File: src/rtl/feeder_pkg.sv
// rtl/feeder_pkg.sv - shared types and constants for the sample feeder
package feeder_pkg;
    localparam int DATA_W = 16;
    localparam logic [9:0] COUNT_WRAP = 10'd999;

    typedef enum logic [1:0] {
        IDLE    = 2'd0,
        PRESENT = 2'd1,
        ACKED   = 2'd2
    } feeder_state_t;
endpackage

File: src/rtl/sample_fifo.sv
// rtl/sample_fifo.sv - small power-of-two FIFO with extra-MSB pointers
module sample_fifo #(
    parameter int DEPTH  = 4,
    parameter int DATA_W = 16
) (
    input  logic              clk,
    input  logic              n_reset,
    input  logic              wr_en,
    input  logic [DATA_W-1:0] wr_data,
    input  logic              rd_en,
    output logic [DATA_W-1:0] rd_data,
    output logic              full,
    output logic              empty
);
    localparam int AW = $clog2(DEPTH);
    localparam int PW = AW + 1;

    logic [PW-1:0]     wr_ptr_q, wr_ptr_d;
    logic [PW-1:0]     rd_ptr_q, rd_ptr_d;
    logic [DATA_W-1:0] mem_q [DEPTH];
    logic [DATA_W-1:0] mem_d [DEPTH];

    assign empty   = (wr_ptr_q == rd_ptr_q);
    assign full    = (wr_ptr_q[AW] != rd_ptr_q[AW]) && (wr_ptr_q[AW-1:0] == rd_ptr_q[AW-1:0]);
    assign rd_data = mem_q[rd_ptr_q[AW-1:0]];

    always_comb begin
        wr_ptr_d = wr_ptr_q;
        rd_ptr_d = rd_ptr_q;
        mem_d    = mem_q;
        if (wr_en && !full) begin
            mem_d[wr_ptr_q[AW-1:0]] = wr_data;
            wr_ptr_d = wr_ptr_q + PW'(1);
        end
        if (rd_en && !empty) begin
            rd_ptr_d = rd_ptr_q + PW'(1);
        end
    end

    always_ff @(posedge clk or negedge n_reset) begin
        if (!n_reset) begin
            wr_ptr_q <= '0;
            rd_ptr_q <= '0;
        end else begin
            wr_ptr_q <= wr_ptr_d;
            rd_ptr_q <= rd_ptr_d;
        end
    end

    // Storage needs no reset: entries are only observable behind the pointers.
    always_ff @(posedge clk) begin
        mem_q <= mem_d;
    end
endmodule

File: src/rtl/sample_feeder.sv
// rtl/sample_feeder.sv - FIFO-buffered sample presenter with modwait handshake
// Optional delivered-sample counter enabled by SAMPLE_COUNT_EN.
module sample_feeder
    import feeder_pkg::*;
#(
    parameter int DEPTH       = 4,
    parameter int ACK_TIMEOUT = 16
) (
    input  logic              clk,
    input  logic              n_reset,
    input  logic              in_valid,
    input  logic [DATA_W-1:0] in_data,
    output logic              in_ready,
    input  logic              modwait,
    output logic [DATA_W-1:0] sample_data,
    output logic              data_ready,
    output logic              overrun,
    output logic              ack_timeout
`ifdef SAMPLE_COUNT_EN
    ,
    output logic [9:0]        sent_count
`endif
);
    localparam int TW = $clog2(ACK_TIMEOUT) + 1;

    feeder_state_t     state_q, state_d;
    logic [TW-1:0]     timer_q, timer_d;
    logic [DATA_W-1:0] sample_q, sample_d;
    logic              avail_q, avail_d;
    logic              overrun_q, overrun_d;
    logic              ack_q, ack_d;
    logic              pop;
    logic              fifo_full, fifo_empty;
    logic [DATA_W-1:0] fifo_head;

    sample_fifo #(
        .DEPTH  (DEPTH),
        .DATA_W (DATA_W)
    ) u_fifo (
        .clk     (clk),
        .n_reset (n_reset),
        .wr_en   (in_valid && !fifo_full),
        .wr_data (in_data),
        .rd_en   (pop),
        .rd_data (fifo_head),
        .full    (fifo_full),
        .empty   (fifo_empty)
    );

    assign in_ready    = !fifo_full;
    assign data_ready  = (state_q == PRESENT);
    assign sample_data = sample_q;
    assign overrun     = overrun_q;
    assign ack_timeout = ack_q;

    always_comb begin
        state_d   = state_q;
        timer_d   = timer_q;
        sample_d  = sample_q;
        ack_d     = 1'b0;
        pop       = 1'b0;
        // The head is offered one cycle after it lands, giving two-edge latency.
        avail_d   = !fifo_empty;
        overrun_d = overrun_q | (in_valid & fifo_full);
        case (state_q)
            IDLE: begin
                if (avail_q && !modwait) begin
                    sample_d = fifo_head;
                    pop      = 1'b1;
                    timer_d  = '0;
                    state_d  = PRESENT;
                end
            end
            PRESENT: begin
                if (modwait) begin
                    state_d = ACKED;
                end else if (timer_q == TW'(ACK_TIMEOUT - 1)) begin
                    ack_d   = 1'b1;
                    state_d = IDLE;
                end else begin
                    timer_d = timer_q + TW'(1);
                end
            end
            ACKED: begin
                if (!modwait) begin
                    state_d = IDLE;
                end
            end
            default: state_d = IDLE;
        endcase
    end

    always_ff @(posedge clk or negedge n_reset) begin
        if (!n_reset) begin
            state_q   <= IDLE;
            timer_q   <= '0;
            sample_q  <= '0;
            avail_q   <= 1'b0;
            overrun_q <= 1'b0;
            ack_q     <= 1'b0;
        end else begin
            state_q   <= state_d;
            timer_q   <= timer_d;
            sample_q  <= sample_d;
            avail_q   <= avail_d;
            overrun_q <= overrun_d;
            ack_q     <= ack_d;
        end
    end

`ifdef SAMPLE_COUNT_EN
    logic [9:0] count_q, count_d;

    always_comb begin
        count_d = count_q;
        if (state_q == PRESENT && modwait) begin
            count_d = (count_q == COUNT_WRAP) ? 10'd0 : count_q + 10'd1;
        end
    end

    always_ff @(posedge clk or negedge n_reset) begin
        if (!n_reset) begin
            count_q <= '0;
        end else begin
            count_q <= count_d;
        end
    end

    assign sent_count = count_q;
`endif
endmodule

File: config.mk
export PLATFORM = sky130hd
export DESIGN_NAME = sample_feeder
export DESIGN_NICKNAME = d
export VERILOG_FILES = /design/src/rtl/feeder_pkg.sv /design/src/rtl/sample_fifo.sv /design/src/rtl/sample_feeder.sv
export SDC_FILE = /design/constraint.sdc
export NUM_CORES = 1
export LEC_CHECK = 0
export BUFFER_PORTS_ARGS = -buffer_cell sky130_fd_sc_hd__buf_2
export CORE_UTILIZATION = 45
export DETAILED_ROUTE_END_ITERATION = 7
export PLACE_DENSITY = 0.72
export SLEW_MARGIN = 20
export SYNTH_ARGS = -nofsm -noshare
export SYNTH_HDL_FRONTEND = slang
export SYNTH_SLANG_ARGS = --single-unit
File: constraint.sdc
create_clock -name clk -period 2.7 [get_ports clk]
set_input_delay 0.135 -clock clk [delete_from_list [all_inputs] [get_ports clk]]
set_output_delay 0.135 -clock clk [all_outputs]
set_load 0.1 [all_outputs]
==> impl_metrics.csv, run 1 <==
group,metric,value,unit
clocking,htree_levels,3,
logic_synthesis,synth.distinct_cells,40,
floorplan,io-pin-count,40,
logic_synthesis,syn_nets,220,
floorplan,fp.dieH,94.60,um
routing,routedWlPerCell,17.34,um
critical_path,cp_top_family,"simple AND/OR/NAND/NOR gates",
global_routing,antenna_found_initial,0,
sta,tightest_slew,875.0,ps
sta,fmax,470.7,MHz
sta,rsz0062_at_grt,"false",
logic_synthesis,synth.top_cells.by_area,"edfxtp_1 50%, dfrtp_1 21%, mux4_2 5.3%, mux4_1 4.8%, mux2_4 3.5%",
sta,finClkSkew,10.43,ps
global_routing,gr-total-overflow,0,
sta,setup_ws,575.6,ps
min_path,worstHoldStart,"in_data[7]",
placed_design,place_ws,549.3,ps
critical_path,cpMaxStageDelayCell,"and3_1",
critical_path,crit_path_cell_trace,"xor2_2 -> or3_4 -> and3_1",
clocking,clkSinkCount,96,
critical_path,max_stage_delay,740,ps
global_routing,grt_pass1_vias,2091,
min_path,hold_path_class,"in2reg",
status,status,"complete, no violations",
critical_path,crit_path_max_fanout,16,
placed_design,gp_congestion,0.7762,
critical_path,cp.arrival,2110,ps
critical_path,end_kind,"flop",
floorplan,placementRows,33,
global_routing,grt_max_degree,33,
flow_run,maxCapViolations,0,
sta,finalCritPeriodShare,78.68,%
clocking,cts_tree,"yes",
logic_synthesis,synthCells,193,
placed_design,dp_hpwl,3870,um
critical_path,r2r-start,"u_fifo.wr_ptr_q[1]",
final_layout,regArea,2723,um^2
critical_path,crit_path_start_kind,"flop",
final_layout,fillers,638,
sta,hold_viol,0,
logic_synthesis,yosysSeqAreaShare,70.56,%
logic_synthesis,ys_ff_latch,96,
logic_synthesis,yosysTopAreaCell,"edfxtp_1",
critical_path,crit_start,"u_fifo.wr_ptr_q[1]",
placed_design,port_buffers,39,
critical_path,crit_type,"reg2reg",
critical_path,critPathRequiredTime,2680,ps
clocking,cts_buffers,9,
logic_synthesis,ys_warn_count,0,
routing,drtIter0Drc,115,
clocking,insertion_delay,360,ps
floorplan,start_util,46.73,%
sta,setup_viol,0,
floorplan,die_w,94.60,um
final_layout,antenna_cells,0,
final_layout,final_nets,283,
sta,relSlewSlack,41.67,%
logic_synthesis,netlist_area,3859,um^2
floorplan,die_area,8949,um^2
final_layout,areaGrowthSynthToFinish,18.16,%
routing,first_pass_iters,4,
clocking,clock_path_buffers,2,
sta,maxSlewViolCount,0,
sta,finalSetupTns,0,ps
floorplan,core_area,8258,um^2
global_routing,track_usage,16.28,%
final_layout,multiInputGateArea,1061,um^2
final_layout,drive_gt1_share,34.48,%
routing,drc,0,
routing,ant_nets,0,
logic_synthesis,yosys.area.top_type_share,49.81,%
routing,wirelength,6347,um
routing,viasPerCell,5.230,
clocking,cts_root_buffer,"clkbuf_8",
clocking,clk_pin_slew_worst_paths,90,ps
clocking,post_cts_buffers,0,
routing,vias,1914,
sta,layout_min_cycle_time,2124,ps
logic_synthesis,avgSynthCellArea,19.99,um^2
global_routing,grt_pass1_wl,10250,um
critical_path,critPathBufInv,0,
==> routing by layer <==
layer / part of all wire (%) / track usage [%] / vias up
met5: 0 / 0 / -
met4: 1.8 / 9.975 / 0
met2: 51 / 27.58 / 45
li1: - / - / 883
met3: 3.7 / 3.382 / 9
met1: 43 / 18.96 / 977
==> path summary, 6_finish.rpt <==
path,endpoint,slack [ps],cells after the start
max,u_fifo.mem_q[38],580,3
min,u_fifo.mem_q[39],10,1
max reg2reg,u_fifo.mem_q[38],580,3
min reg2reg,timer_q[0],500,1
max in group asynchronous,sample_data[0],1850,2
min in group asynchronous,sample_data[3],370,2
==> cell usage in the layout (no fill, tap or decap), types with 2 or more instances in the layout <==
cell / n
and3_1: 4
xnor2_1: 5
mux2_4: 9
mux4_2: 9
a22o_1: 2
dfrtp_1: 32
nor2b_1: 3
xor2_2: 2
nand2b_1: 2
clkinv_2: 2
o311ai_0: 2
bufinv_16: 3
inv_1: 8
mux2_2: 9
edfxtp_1: 64
buf_2: 39
clkbuf_8: 9
ha_1: 7
dlygate4sd3_1: 16
nor2_1: 2
buf_4: 3
mux4_1: 7
==> sequential cells by signal, indices dropped and copies added (netlist names), 2 cells and up <==
name,cells
u_fifo.rd_ptr_q,3
u_fifo.wr_ptr_q,3
u_fifo.mem_q,64
sample_data,16
state_q,2
timer_q,5
==> through the flow <==
step | hold slack (ps) | instance area, um^2 | utilization [%] | cells
5_1_grt | 11.50 | 4559 | 55.21 | 366
3_3_place_gp | 253.3 | 4163 | 50.41 | 334
2_1_floorplan | -160.6 | 3859 | - | 193
4_1_cts | 4.659 | 4549 | 55.09 | 365
6_report | 14.88 | 4559 | 55.21 | 366
3_5_place_dp | 251.4 | 4163 | 50.41 | 334
==> cells in the mapped netlist (all sizes together) <==
cell type,instances
edfxtp,64
a21oi,1
o22ai,1
nand2b,2
o221ai,1
inv,8
o311ai,3
nand2,1
dfrtp,32
ha,7
o31ai,2
or3,2
a21boi,1
a32o,1
nor2,2
xor2,3
nor2b,3
mux4,16
o21bai,1
and3,4
nor4b,2
o21ai,2
o31a,1
nand3,1
xnor2,5
nor3b,1
a22o,2
buf,6
mux2,18
==> cells by family after synthesis <==
kind of cell | count (synthesis) | share of synthesized area (%)
multiplexers | 34 | 16.15
AND/OR/NAND/NOR | 18 | 3.145
XOR/XNOR | 8 | 2.205
flip-flops | 96 | 70.56
adder cells (fa/ha/maj) | 7 | 2.270
buffers and inverters | 14 | 2.172
AO/OA/AOI/OAI | 16 | 3.502
==> repair_timing <==
action                                 in CTS  in global routing
hold buffers                               15                  1
gates resized for setup                     0                  0
endpoints found under the hold margin      88                  4
==> cell type report <==
| cell class | instances | share of cell area [%] |
|---|---|---|
| Clock buffer | 10 | 2.799 |
| Clock inverter | 6 | 2.387 |
| Inverter | 8 | 0.6586 |
| Multi-Input combinational cell | 83 | 23.27 |
| Sequential cell | 96 | 59.71 |
| Tap cell | 105 | 2.881 |
| Timing Repair Buffer | 58 | 8.288 |
Power of run 1 is left out: the tool's default activity adds up to more than one toggle a clock period on the data nets, which glitch-free logic cannot reach.
==> run 2: changes to the inputs <==
--- a/config.mk
+++ b/config.mk
@@ -5,10 +5,11 @@
 export SDC_FILE = /design/constraint.sdc
 export NUM_CORES = 1
 export LEC_CHECK = 0
+export ABC_AREA = 1
 export BUFFER_PORTS_ARGS = -buffer_cell sky130_fd_sc_hd__buf_2
 export CORE_UTILIZATION = 45
 export DETAILED_ROUTE_END_ITERATION = 7
-export PLACE_DENSITY = 0.72
+export PLACE_DENSITY = 0.74
 export SLEW_MARGIN = 20
 export SYNTH_ARGS = -nofsm -noshare
 export SYNTH_HDL_FRONTEND = slang
==> constraint.sdc (replaced) <==
create_clock -name clk -period 1.9 [get_ports clk]
set_input_delay 0.095 -clock clk [delete_from_list [all_inputs] [get_ports clk]]
set_output_delay 0.095 -clock clk [all_outputs]
set_load 0.1 [all_outputs]
==> run 2 against run 1 <==
Net effect: core utilization increased by 0.23 points; wire length increased by 19%; setup slack got worse by 300 ps; cell count up 43%; flip-flop and latch count stayed put; global-route usage increased by 2.0 points; non-clock buffer count up 6; critical endpoint is now u_fifo.mem_q[37]; critical path type unchanged; largest cell class unchanged.
==> impl_metrics.csv, run 2 <==
group,metric,value,unit
placed_design,place_ws,266.5,ps
clocking,cts_root_buffer,"clkbuf_8",
logic_synthesis,synthCells,354,
floorplan,fp.dieH,96.18,um
logic_synthesis,synth_top_family_by_area,"simple AND/OR/NAND/NOR gates",
logic_synthesis,avgSynthCellArea,11.27,um^2
logic_synthesis,postSynth.asyncResetShare,33.33,%
placed_design,dp_hpwl,4581,um
critical_path,cpMostUsedCell,"nand2_2",
logic_synthesis,synth_xor_area_share,1.129,%
clocking,cts_buffers,9,
logic_synthesis,synthMuxAreaShare,0,%
critical_path,crit_start,"u_fifo.wr_ptr_q[0]",
global_routing,grt_max_degree,35,
clocking,cts_tree,"yes",
critical_path,cp.arrival,1670,ps
routing,first_pass_iters,4,
critical_path,crit_path_max_fanout,16,
sta,setup_ws,272.9,ps
logic_synthesis,synthAdderAreaFrac,2.194,%
logic_synthesis,synth_most_common_cell,"nor2_1",
logic_synthesis,netlist_area,3991,um^2
floorplan,die_w,96.18,um
placed_design,gp_congestion,0.8139,
logic_synthesis,ys_warn_count,0,
final_layout,largest_register_ffs,64,
global_routing,track_usage,18.29,%
clocking,clk_pin_slew_worst_paths,90,ps
routing,ant_nets,0,
logic_synthesis,synth-compound-area-share,6.489,%
flow_run,maxCapViolations,0,
critical_path,cp_top_family,"simple AND/OR/NAND/NOR gates",
logic_synthesis,synthTopCellsByCount,"103 x nor2_1, 64 x edfxtp_1, 43 x nand2_1, 32 x dfrtp_1, 28 x o21ai_0",
logic_synthesis,ys_ff_latch,96,
logic_synthesis,yosysTopAreaCell,"edfxtp_1",
sta,relSlewSlack,48.27,%
routing,vias,2636,
clocking,htree_levels,3,
min_path,hold_path_class,"in2reg",
clocking,clkSinkCount,96,
final_layout,top_register,"u_fifo.mem_q",
power,irDropWorstVdd,1.160,mV
sta,hold_viol,0,
routing,drc,0,
sta,tightest_slew,775.9,ps
critical_path,crit_path_cell_trace,"inv_1 -> nand2_2 -> nand2_2 -> nand3_4 -> nand2_4 -> nor2_2 -> buf_4",
global_routing,antenna_found_initial,0,
floorplan,core_area,8382,um^2
floorplan,io-pin-count,40,
critical_path,end_kind,"flop",
critical_path,critPathRequiredTime,1940,ps
clocking,clock_path_buffers,2,
floorplan,die_area,9251,um^2
sta,layout_min_cycle_time,1627,ps
final_layout,final_nets,442,
final_layout,final_cell_mix,"100 x nor2_1, 64 x edfxtp_1, 43 x nand2_1",
logic_synthesis,syn_nets,381,
routing,routedWlPerCell,14.41,um
final_layout,design_area,4647,um^2
routing,viasPerCell,5.021,
status,status,"complete, no violations",
placed_design,port_buffers,39,
sta,setup_viol,0,
clocking,insertion_delay,360,ps
final_layout,areaGrowthSynthToFinish,16.43,%
logic_synthesis,synth-edff-count,64,
clocking,post_cts_buffers,0,
logic_synthesis,synth.top_cells.by_area,"edfxtp_1 48%, dfrtp_1 20%, nor2_1 9.7%, nand2_1 4.0%, o21ai_0 3.5%",
final_layout,drive_gt1_share,19.52,%
logic_synthesis,synth.distinct_cells,25,
final_layout,final_util,55.44,%
final_layout,antenna_cells,0,
sta,rsz0062_at_grt,"false",
logic_synthesis,yosys.area.top_type_share,48.15,%
sta,finalCritPeriodShare,85.64,%
min_path,worstHoldStart,"modwait",
critical_path,max_stage_delay,430,ps
global_routing,gr-total-overflow,0,
critical_path,r2r-start,"u_fifo.wr_ptr_q[0]",
floorplan,start_util,47.62,%
critical_path,crit_type,"reg2reg",
logic_synthesis,synth_flop_cell,"edfxtp_1",
power,finalPower,8.164,mW
placed_design,place_area,4290,um^2
logic_synthesis,yosys.area_share.simple,17.02,%
logic_synthesis,yosysSeqAreaShare,68.21,%
sta,finClkSkew,10.89,ps
floorplan,placementRows,33,
final_layout,layout_commonest_cell,"nor2_1",
sta,maxSlewViolCount,0,
power,leakagePower,1.911,nW
critical_path,regToRegSetupSlack,270,ps
sta,fmax,614.6,MHz
routing,wirelength,7566,um
power,power_density,1757,nW/um^2
clocking,cts_resized,0,
global_routing,grt_pass1_vias,2671,
critical_path,cpMaxStageDelayCell,"dfrtp_1",
global_routing,grt_pass1_wl,12330,um
critical_path,crit_path_start_kind,"flop",
routing,drtIter0Drc,165,
critical_path,critPathBufInv,2,
==> run 2: changes by cell type in the layout (fill, tap and decap cells not counted), sizes merged, moves of 5 or more <==
| cell | change |
|---|---|
| a21oi | +15 |
| buf | +5 |
| inv | +17 |
| mux2 | -18 |
| mux4 | -16 |
| nand2 | +46 |
| nand3 | +10 |
| nor2 | +101 |
| o21ai | +30 |
==> run 2: report_power, final <==
part | switching (mW) | internal [mW] | leakage, nW
Clock | 0.730 | 0.526 | 0.0859
Combinational | 2.95 | 0.864 | 0.862
Sequential | 0.267 | 2.83 | 0.963
Total | 3.94 | 4.22 | 1.91
==> run 2: cell type report <==
| type | instances | area (um^2) |
|---|---|---|
| fillers | 729 | 3735 |
| flip-flops and latches | 96 | 2723 |
| multi-input cells | 222 | 1079 |
| repair buffers | 64 | 440.4 |
| clock buffers | 10 | 137.6 |
| well taps | 105 | 131.4 |
| inverters | 22 | 87.58 |
| clock inverters | 6 | 48.80 |
==> run 2: through the flow <==
step | hold slack [ps] | TNS [ps] | instances
2_1_floorplan | -200.6 | -1051 | 354
3_3_place_gp | 227.0 | 0 | 492
3_5_place_dp | 241.9 | 0 | 492
4_1_cts | 7.263 | 0 | 525
5_1_grt | 9.208 | 0 | 525
6_report | 20.17 | 0 | 525
==> run 2: worst paths after layout <==
path                            cells past startpoint               end
worst max-delay path                                7  u_fifo.mem_q[37]
worst min-delay path                                3        state_q[1]
worst max register to register                      7  u_fifo.mem_q[37]
worst min register to register                      1           overrun
max in group asynchronous                           2       ack_timeout
min in group asynchronous                           2           overrun
==> run 2: cell families after synthesis <==
group / count (synthesis)
AOI/OAI and AO/OA: 49
xor gates and xnor gates: 3
adders and majority gates: 7
buffers and inverters: 36
DFF: 96
and+or+nand+nor: 163
==> run 2: layer usage <==
metal | track usage, % | part of all wire [%] | vias to the layer above
met5 | 0 | 0 | -
met4 | 7.090 | 1.5 | 0
met3 | 4.423 | 3.6 | 13
met2 | 30.97 | 50 | 62
met1 | 22.58 | 45 | 1268
li1 | - | - | 1293
==> run 2: tightest hold or removal path, delay by kind of cell <==
| family | cells | cell delay, ps |
|---|---|---|
| buffers and inverters | 1 | 120 |
| and+or+nand+nor | 2 | 130 |
==> run 2: repair_timing <==
item,in CTS,in global routing
setup endpoints to repair,0,0
hold buffers,17,0
endpoints found under the hold margin,96,0
Note: power is estimated with default switching activity, not from simulation.
